### config.mk
export PLATFORM = sky130hd
export DESIGN_NAME = button_event_array
export DESIGN_NICKNAME = d
export VERILOG_FILES = /design/src/rtl/button_pkg.sv /design/src/rtl/button_channel.sv /design/src/rtl/button_event_array.sv
export SDC_FILE = /design/constraint.sdc
export NUM_CORES = 1
export LEC_CHECK = 0
export ABC_CLOCK_PERIOD_IN_PS = 1700
export CORE_ASPECT_RATIO = 1.75
export CORE_MARGIN = 2
export CORE_UTILIZATION = 30
export DETAILED_ROUTE_END_ITERATION = 8
export MAX_ROUTING_LAYER = met4
export SYNTH_ARGS = -nofsm -noshare
export SYNTH_HDL_FRONTEND = slang
export SYNTH_HIERARCHICAL = 1
export SYNTH_SLANG_ARGS = --single-unit
export TNS_END_PERCENT = 5
### constraint.sdc
create_clock -name clk_100 -period 1.7 [get_ports clk_100]
set_input_delay 0.17 -clock clk_100 [delete_from_list [all_inputs] [get_ports clk_100]]
set_output_delay 0.17 -clock clk_100 [all_outputs]
set_load 0.01 [all_outputs]
### src/rtl/button_pkg.sv
`default_nettype none
// ============================================================================
// Module      : button_pkg
// Description : Shared state encoding and counter-width helper for the
//               push-button conditioning array.
// Revision    : 1.0 - initial release
// ============================================================================
package button_pkg;

    typedef enum logic [1:0] {
        BTN_IDLE      = 2'd0,
        BTN_PRESSED   = 2'd1,
        BTN_REPEATING = 2'd2
    } btn_state_t;

    // Bits needed to hold values 0..max_val; never narrower than one bit.
    function automatic int cnt_width(input int max_val);
        return (max_val < 1) ? 1 : $clog2(max_val + 1);
    endfunction

endpackage

`default_nettype wire

### src/rtl/button_channel.sv
`default_nettype none
// ============================================================================
// Module      : button_channel
// Description : One button: 2-flop synchroniser, counter debouncer, and
//               press/repeat/release event FSM with registered outputs.
// Revision    : 1.0 - initial release
// ============================================================================
module button_channel
    import button_pkg::*;
#(
    parameter int DEBOUNCE_CYCLES = 1000000,
    parameter int REPEAT_DELAY    = 50000000,
    parameter int REPEAT_PERIOD   = 10000000,
    parameter bit REPEAT_EN       = 1'b0
) (
    input  logic clk,
    input  logic rst_n,
    input  logic i_clr,
    input  logic i_button,
    output logic o_held,
    output logic o_press,
    output logic o_release
);

    localparam int DB_W    = cnt_width(DEBOUNCE_CYCLES);
    localparam int RPT_MAX = (REPEAT_DELAY > REPEAT_PERIOD) ? REPEAT_DELAY : REPEAT_PERIOD;
    localparam int RPT_W   = cnt_width(RPT_MAX);

    localparam logic [DB_W-1:0]  c_DB_LAST     = DB_W'(DEBOUNCE_CYCLES - 1);
    localparam logic [RPT_W-1:0] c_DELAY_LAST  = RPT_W'(REPEAT_DELAY - 1);
    localparam logic [RPT_W-1:0] c_PERIOD_LAST = RPT_W'(REPEAT_PERIOD - 1);

    logic [1:0]       r_sync;
    logic             r_level;
    logic [DB_W-1:0]  r_db_cnt;
    btn_state_t       r_state;
    logic [RPT_W-1:0] r_rpt_cnt;

    always_ff @(posedge clk or negedge rst_n) begin
        if (!rst_n) begin
            r_sync   <= 2'b00;
            r_level  <= 1'b0;
            r_db_cnt <= '0;
        end else if (i_clr) begin
            r_sync   <= 2'b00;
            r_level  <= 1'b0;
            r_db_cnt <= '0;
        end else begin
            r_sync <= {r_sync[0], i_button};
            // Any return to the accepted level restarts the stability count.
            if (r_sync[1] == r_level) begin
                r_db_cnt <= '0;
            end else if (r_db_cnt == c_DB_LAST) begin
                r_level  <= ~r_level;
                r_db_cnt <= '0;
            end else begin
                r_db_cnt <= r_db_cnt + DB_W'(1);
            end
        end
    end

    // Event FSM trails the debounced level by one edge so held/press/release
    // all come straight from flops.
    always_ff @(posedge clk or negedge rst_n) begin
        if (!rst_n) begin
            r_state   <= BTN_IDLE;
            r_rpt_cnt <= '0;
            o_held    <= 1'b0;
            o_press   <= 1'b0;
            o_release <= 1'b0;
        end else if (i_clr) begin
            r_state   <= BTN_IDLE;
            r_rpt_cnt <= '0;
            o_held    <= 1'b0;
            o_press   <= 1'b0;
            o_release <= 1'b0;
        end else begin
            o_press   <= 1'b0;
            o_release <= 1'b0;
            case (r_state)
                BTN_IDLE: begin
                    if (r_level) begin
                        r_state   <= BTN_PRESSED;
                        r_rpt_cnt <= '0;
                        o_held    <= 1'b1;
                        o_press   <= 1'b1;
                    end
                end
                BTN_PRESSED: begin
                    if (!r_level) begin
                        r_state   <= BTN_IDLE;
                        r_rpt_cnt <= '0;
                        o_held    <= 1'b0;
                        o_release <= 1'b1;
                    end else if (REPEAT_EN) begin
                        if (r_rpt_cnt == c_DELAY_LAST) begin
                            r_state   <= BTN_REPEATING;
                            r_rpt_cnt <= '0;
                            o_press   <= 1'b1;
                        end else begin
                            r_rpt_cnt <= r_rpt_cnt + RPT_W'(1);
                        end
                    end
                end
                BTN_REPEATING: begin
                    // Release is checked first so it beats a coincident repeat.
                    if (!r_level) begin
                        r_state   <= BTN_IDLE;
                        r_rpt_cnt <= '0;
                        o_held    <= 1'b0;
                        o_release <= 1'b1;
                    end else if (r_rpt_cnt == c_PERIOD_LAST) begin
                        r_rpt_cnt <= '0;
                        o_press   <= 1'b1;
                    end else begin
                        r_rpt_cnt <= r_rpt_cnt + RPT_W'(1);
                    end
                end
                default: begin
                    r_state   <= BTN_IDLE;
                    r_rpt_cnt <= '0;
                    o_held    <= 1'b0;
                end
            endcase
        end
    end

endmodule

`default_nettype wire

### src/rtl/button_event_array.sv
`default_nettype none
// ============================================================================
// Module      : button_event_array
// Description : N independent debounced push-button channels with press,
//               release, held-level and optional auto-repeat events.
// Revision    : 1.0 - initial release
// ============================================================================
module button_event_array
    import button_pkg::*;
#(
    parameter int                   N_BUTTONS       = 2,
    parameter int                   DEBOUNCE_CYCLES = 1000000,
    parameter int                   REPEAT_DELAY    = 50000000,
    parameter int                   REPEAT_PERIOD   = 10000000,
    parameter logic [N_BUTTONS-1:0] REPEAT_EN       = '0
) (
    input  logic                 clk_100,
    input  logic                 a_rst_n,
    input  logic                 s_rst,
    input  logic [N_BUTTONS-1:0] button_i,
    output logic [N_BUTTONS-1:0] held_o,
    output logic [N_BUTTONS-1:0] press_o,
    output logic [N_BUTTONS-1:0] release_o,
    output logic                 any_press_o
);

    generate
        for (genvar gi = 0; gi < N_BUTTONS; gi++) begin : g_channel
            button_channel #(
                .DEBOUNCE_CYCLES (DEBOUNCE_CYCLES),
                .REPEAT_DELAY    (REPEAT_DELAY),
                .REPEAT_PERIOD   (REPEAT_PERIOD),
                .REPEAT_EN       (REPEAT_EN[gi])
            ) u_channel (
                .clk       (clk_100),
                .rst_n     (a_rst_n),
                .i_clr     (s_rst),
                .i_button  (button_i[gi]),
                .o_held    (held_o[gi]),
                .o_press   (press_o[gi]),
                .o_release (release_o[gi])
            );
        end
    endgenerate

    // press_o bits are flops, so this OR changes on the same edge as they do.
    assign any_press_o = |press_o;

endmodule

`default_nettype wire

==> out/results.ini, run 1 <==
[clocking]
cts.sinks = 52
clkTransAtPathRegs_ns = 0.07
clockRootBuffer = clkbuf_16
post-cts-setup-buffers = 0
cts.path.max_buffers = 2
cts_inserted_buffers = 5
htree_num_levels = 2
clk_latency_ns = 0.28
cts_tree = done

[pwr]
peakVddDrop_mv = 0.5194
powerDensity_nw_per_um2 = 809.8
power_mw = 2.511
cellLeakagePower_nw = 1.232

[cells_and_area]
post-route-cell-area_um2 = 3100
finalNonFillerCells = 368
final_nets = 284
fill_cells = 794
layout.cells.most_common = dfrtp_1
drive_gt1_share_pct = 20.86
syn_to_final_growth_pct = 25.66
postLayoutCoreUtil_pct = 38.94
diodes = 0
final_cell_mix = dfrtp_1, nor2_1, buf_4, xor2_1, nand2_1

[job]
cap_violations = 0

[sta]
fmaxAchievable_ghz = 0.6151
worstMarginPinSlew_ns = 0.3502
slew_viol_final = 0
worst_slack_ns = 0.07413
timing.final.crit_period_ns = 1.626
skew_ns = 0.003061
relSlewSlack_pct = 76.44
fin_crit_sh_pct = 95.64
setup_viol = 0
finalHoldViolations = 0
rsz0062_at_grt = true

[synthesis]
synth.distinct_cells = 32
ys_warn_count = 6
synth-seq-area-share_pct = 52.74
synth-compound-area-share_pct = 5.781
synth-adder-area-share_pct = 1.014
synth_cells = 241
synthMuxAreaShare_pct = 0
synth-seq-cells = 52
synth_area_um2 = 2467
syn-mean-instance-area_um2 = 10.24
synth_fp_nets = 248
synthXorXnorAreaFrac_pct = 9.939
synth_top_family_by_area = simple AND/OR/NAND/NOR gates
synth-simple-area-share_pct = 28.30

[setup_path]
worst-setup-path-type = flop to flop
worstReg2RegEnd = g_channel[0].u_channel/r_db_cnt[19]
worstPathMaxFanout = 7
endpoint_kind = flop
crit_required_ns = 1.92
rr_startpoint = g_channel[0].u_channel/r_db_cnt[6]
ff2ff_setup_slack_ns = 0.07
arrival_ns = 1.84
reg2reg_depth = 4
start_kind = flop

[detailed_routing]
remaining_drc_errors = 0
avgRoutedWirePerCell_um = 13.26
via_per_inst = 5.117
dr_total_vias = 1883
drtIter0Drc = 73
wirelength_mm = 4.878
drt_pass1_iterations = 4
ant_nets = 0

[global_route]
grt_pass1_wl_mm = 8.376
grt_start_max_net_pins = 53
overflow = 0
antenna_found_initial = 0
grt_pass1_vias = 1948
grtUsageTotal_pct = 12.27

[placement]
numPlacedInstances = 359
dp_slack_ns = -0.02910
hpwl_mm = 3.553
port_buffers = 11
gp_congestion = 0.7927
postPlaceCellArea_um2 = 2858

[die]
core_um2 = 7963
start_util_pct = 30.99
rows = 43
dieWidth_um = 72.56
die_area_um2 = 8995
io_pins = 12
die_h_um = 124.0

[outcome]
status = completed

[worst_hold_path]
hp-class = primary input to asynchronous set/reset pin

registers in the layout, summed over array words and instances, names as in the netlist:
signal                         count
g_channel.u_channel/o_held         2
g_channel.u_channel/r_sync         4
g_channel.u_channel/r_db_cnt      40
g_channel.u_channel/o_press        2
g_channel.u_channel/r_level        2
g_channel.u_channel/o_release      2
synth_stat cells, drive strengths merged:
library cell	count	area share, %
buf	6	1.3
and3	2	0.51
nor4bb	2	0.81
nand4b	2	0.71
nor2b	8	2.0
nor3	2	0.41
or3	12	3.0
dfrtp	52	53
nor2	34	5.2
ha	2	1.0
o31ai	2	0.61
o21ai	12	2.4
nor4	5	1.3
nor4b	2	0.71
and4bb	1	0.51
clkbuf	2	0.30
inv	4	0.61
or2	1	0.25
xnor2	12	4.3
nand2	14	2.1
nor3b	2	0.61
xor2	16	5.7
and4	8	2.9
or4	2	0.91
nand4	10	3.0
nand3	14	3.2
a21oi	12	2.7
worst max-delay path by stage:
| stage | start | to | slack (ns) | cells after the start |
|---|---|---|---|---|
| floorplan | g_channel[0].u_channel/r_db_cnt[5] | g_channel[0].u_channel/r_db_cnt[19] | 0.07 | 5 |
| detailed placement | g_channel[0].u_channel/r_db_cnt[6] | g_channel[0].u_channel/r_db_cnt[19] | -0.03 | 4 |
| global route | g_channel[0].u_channel/r_db_cnt[7] | g_channel[0].u_channel/r_db_cnt[15] | -0.03 | 6 |
| finish | g_channel[0].u_channel/r_db_cnt[6] | g_channel[0].u_channel/r_db_cnt[19] | 0.07 | 4 |
| global placement | g_channel[0].u_channel/r_db_cnt[6] | g_channel[0].u_channel/r_db_cnt[19] | 0.01 | 4 |
| CTS | g_channel[1].u_channel/r_db_cnt[15] | g_channel[1].u_channel/r_db_cnt[4] | 0.02 | 5 |
per-stage QoR:
stage                     hold WS [ns]  setup TNS, ns
after global placement          0.1860              0
after global routing            0.4207        -0.3391
after floorplan                -0.1256              0
after detailed placement        0.1874       -0.02910
after CTS                       0.4276              0
final                           0.4031              0
layout make-up:
class	instances	area, um^2	share of cell area (%)
clock buffer	7	152.6	4.923
tap	90	112.6	3.632
multi-input combinational	177	1154	37.21
timing repair buffer	37	331.6	10.69
sequential	52	1305	42.09
clock inverter	1	30.03	0.9685
inverter	4	15.01	0.4843
worst max-delay path, stage by stage (launching register included):
cell,delay (ns)
dfrtp_2,0.43
nand4_2,0.15
or3_4,0.43
or4_4,0.42
a21oi_2,0.14
where the power goes:
group          switching (mW)  total (mW)  internal [mW]
Sequential            0.00326        1.25           1.24
Combinational          0.0406      0.0645         0.0239
Clock                   0.426        1.20          0.775
metal layers:
layer	up-vias	GRT usage, %	wire length [um]
li1	919	-	-
met1	929	11.89	1892
met2	22	22.27	2722
met3	13	2.104	91
met4	0	7.292	171
met5	-	-	0
cells by family after synthesis:
family | count (synthesis)
compound gates | 26
buf+inv | 12
simple gates | 121
flops | 52
xor+xnor | 28
fa+ha+maj | 2
repair_timing:
action	in CTS	in global routing
pin swaps	0	3
hold buffers	1	0
hold endpoints to repair	52	0
resized for setup	2	13
endpoints found under the setup margin	3	42
gates cloned	0	0
Note: power is estimated with default switching activity, not from simulation.
==> inputs of run 2 (changes only) <==
--- a/config.mk
+++ b/config.mk
@@ -9,6 +9,8 @@
 export CORE_ASPECT_RATIO = 1.75
 export CORE_MARGIN = 2
 export CORE_UTILIZATION = 30
+export CTS_CLUSTER_DIAMETER = 40
+export CTS_CLUSTER_SIZE = 25
 export DETAILED_ROUTE_END_ITERATION = 8
 export MAX_ROUTING_LAYER = met4
 export SYNTH_ARGS = -nofsm -noshare
==> results of run 2 <==
No change in the layout: final DEF, timing and power equal those of run 1.
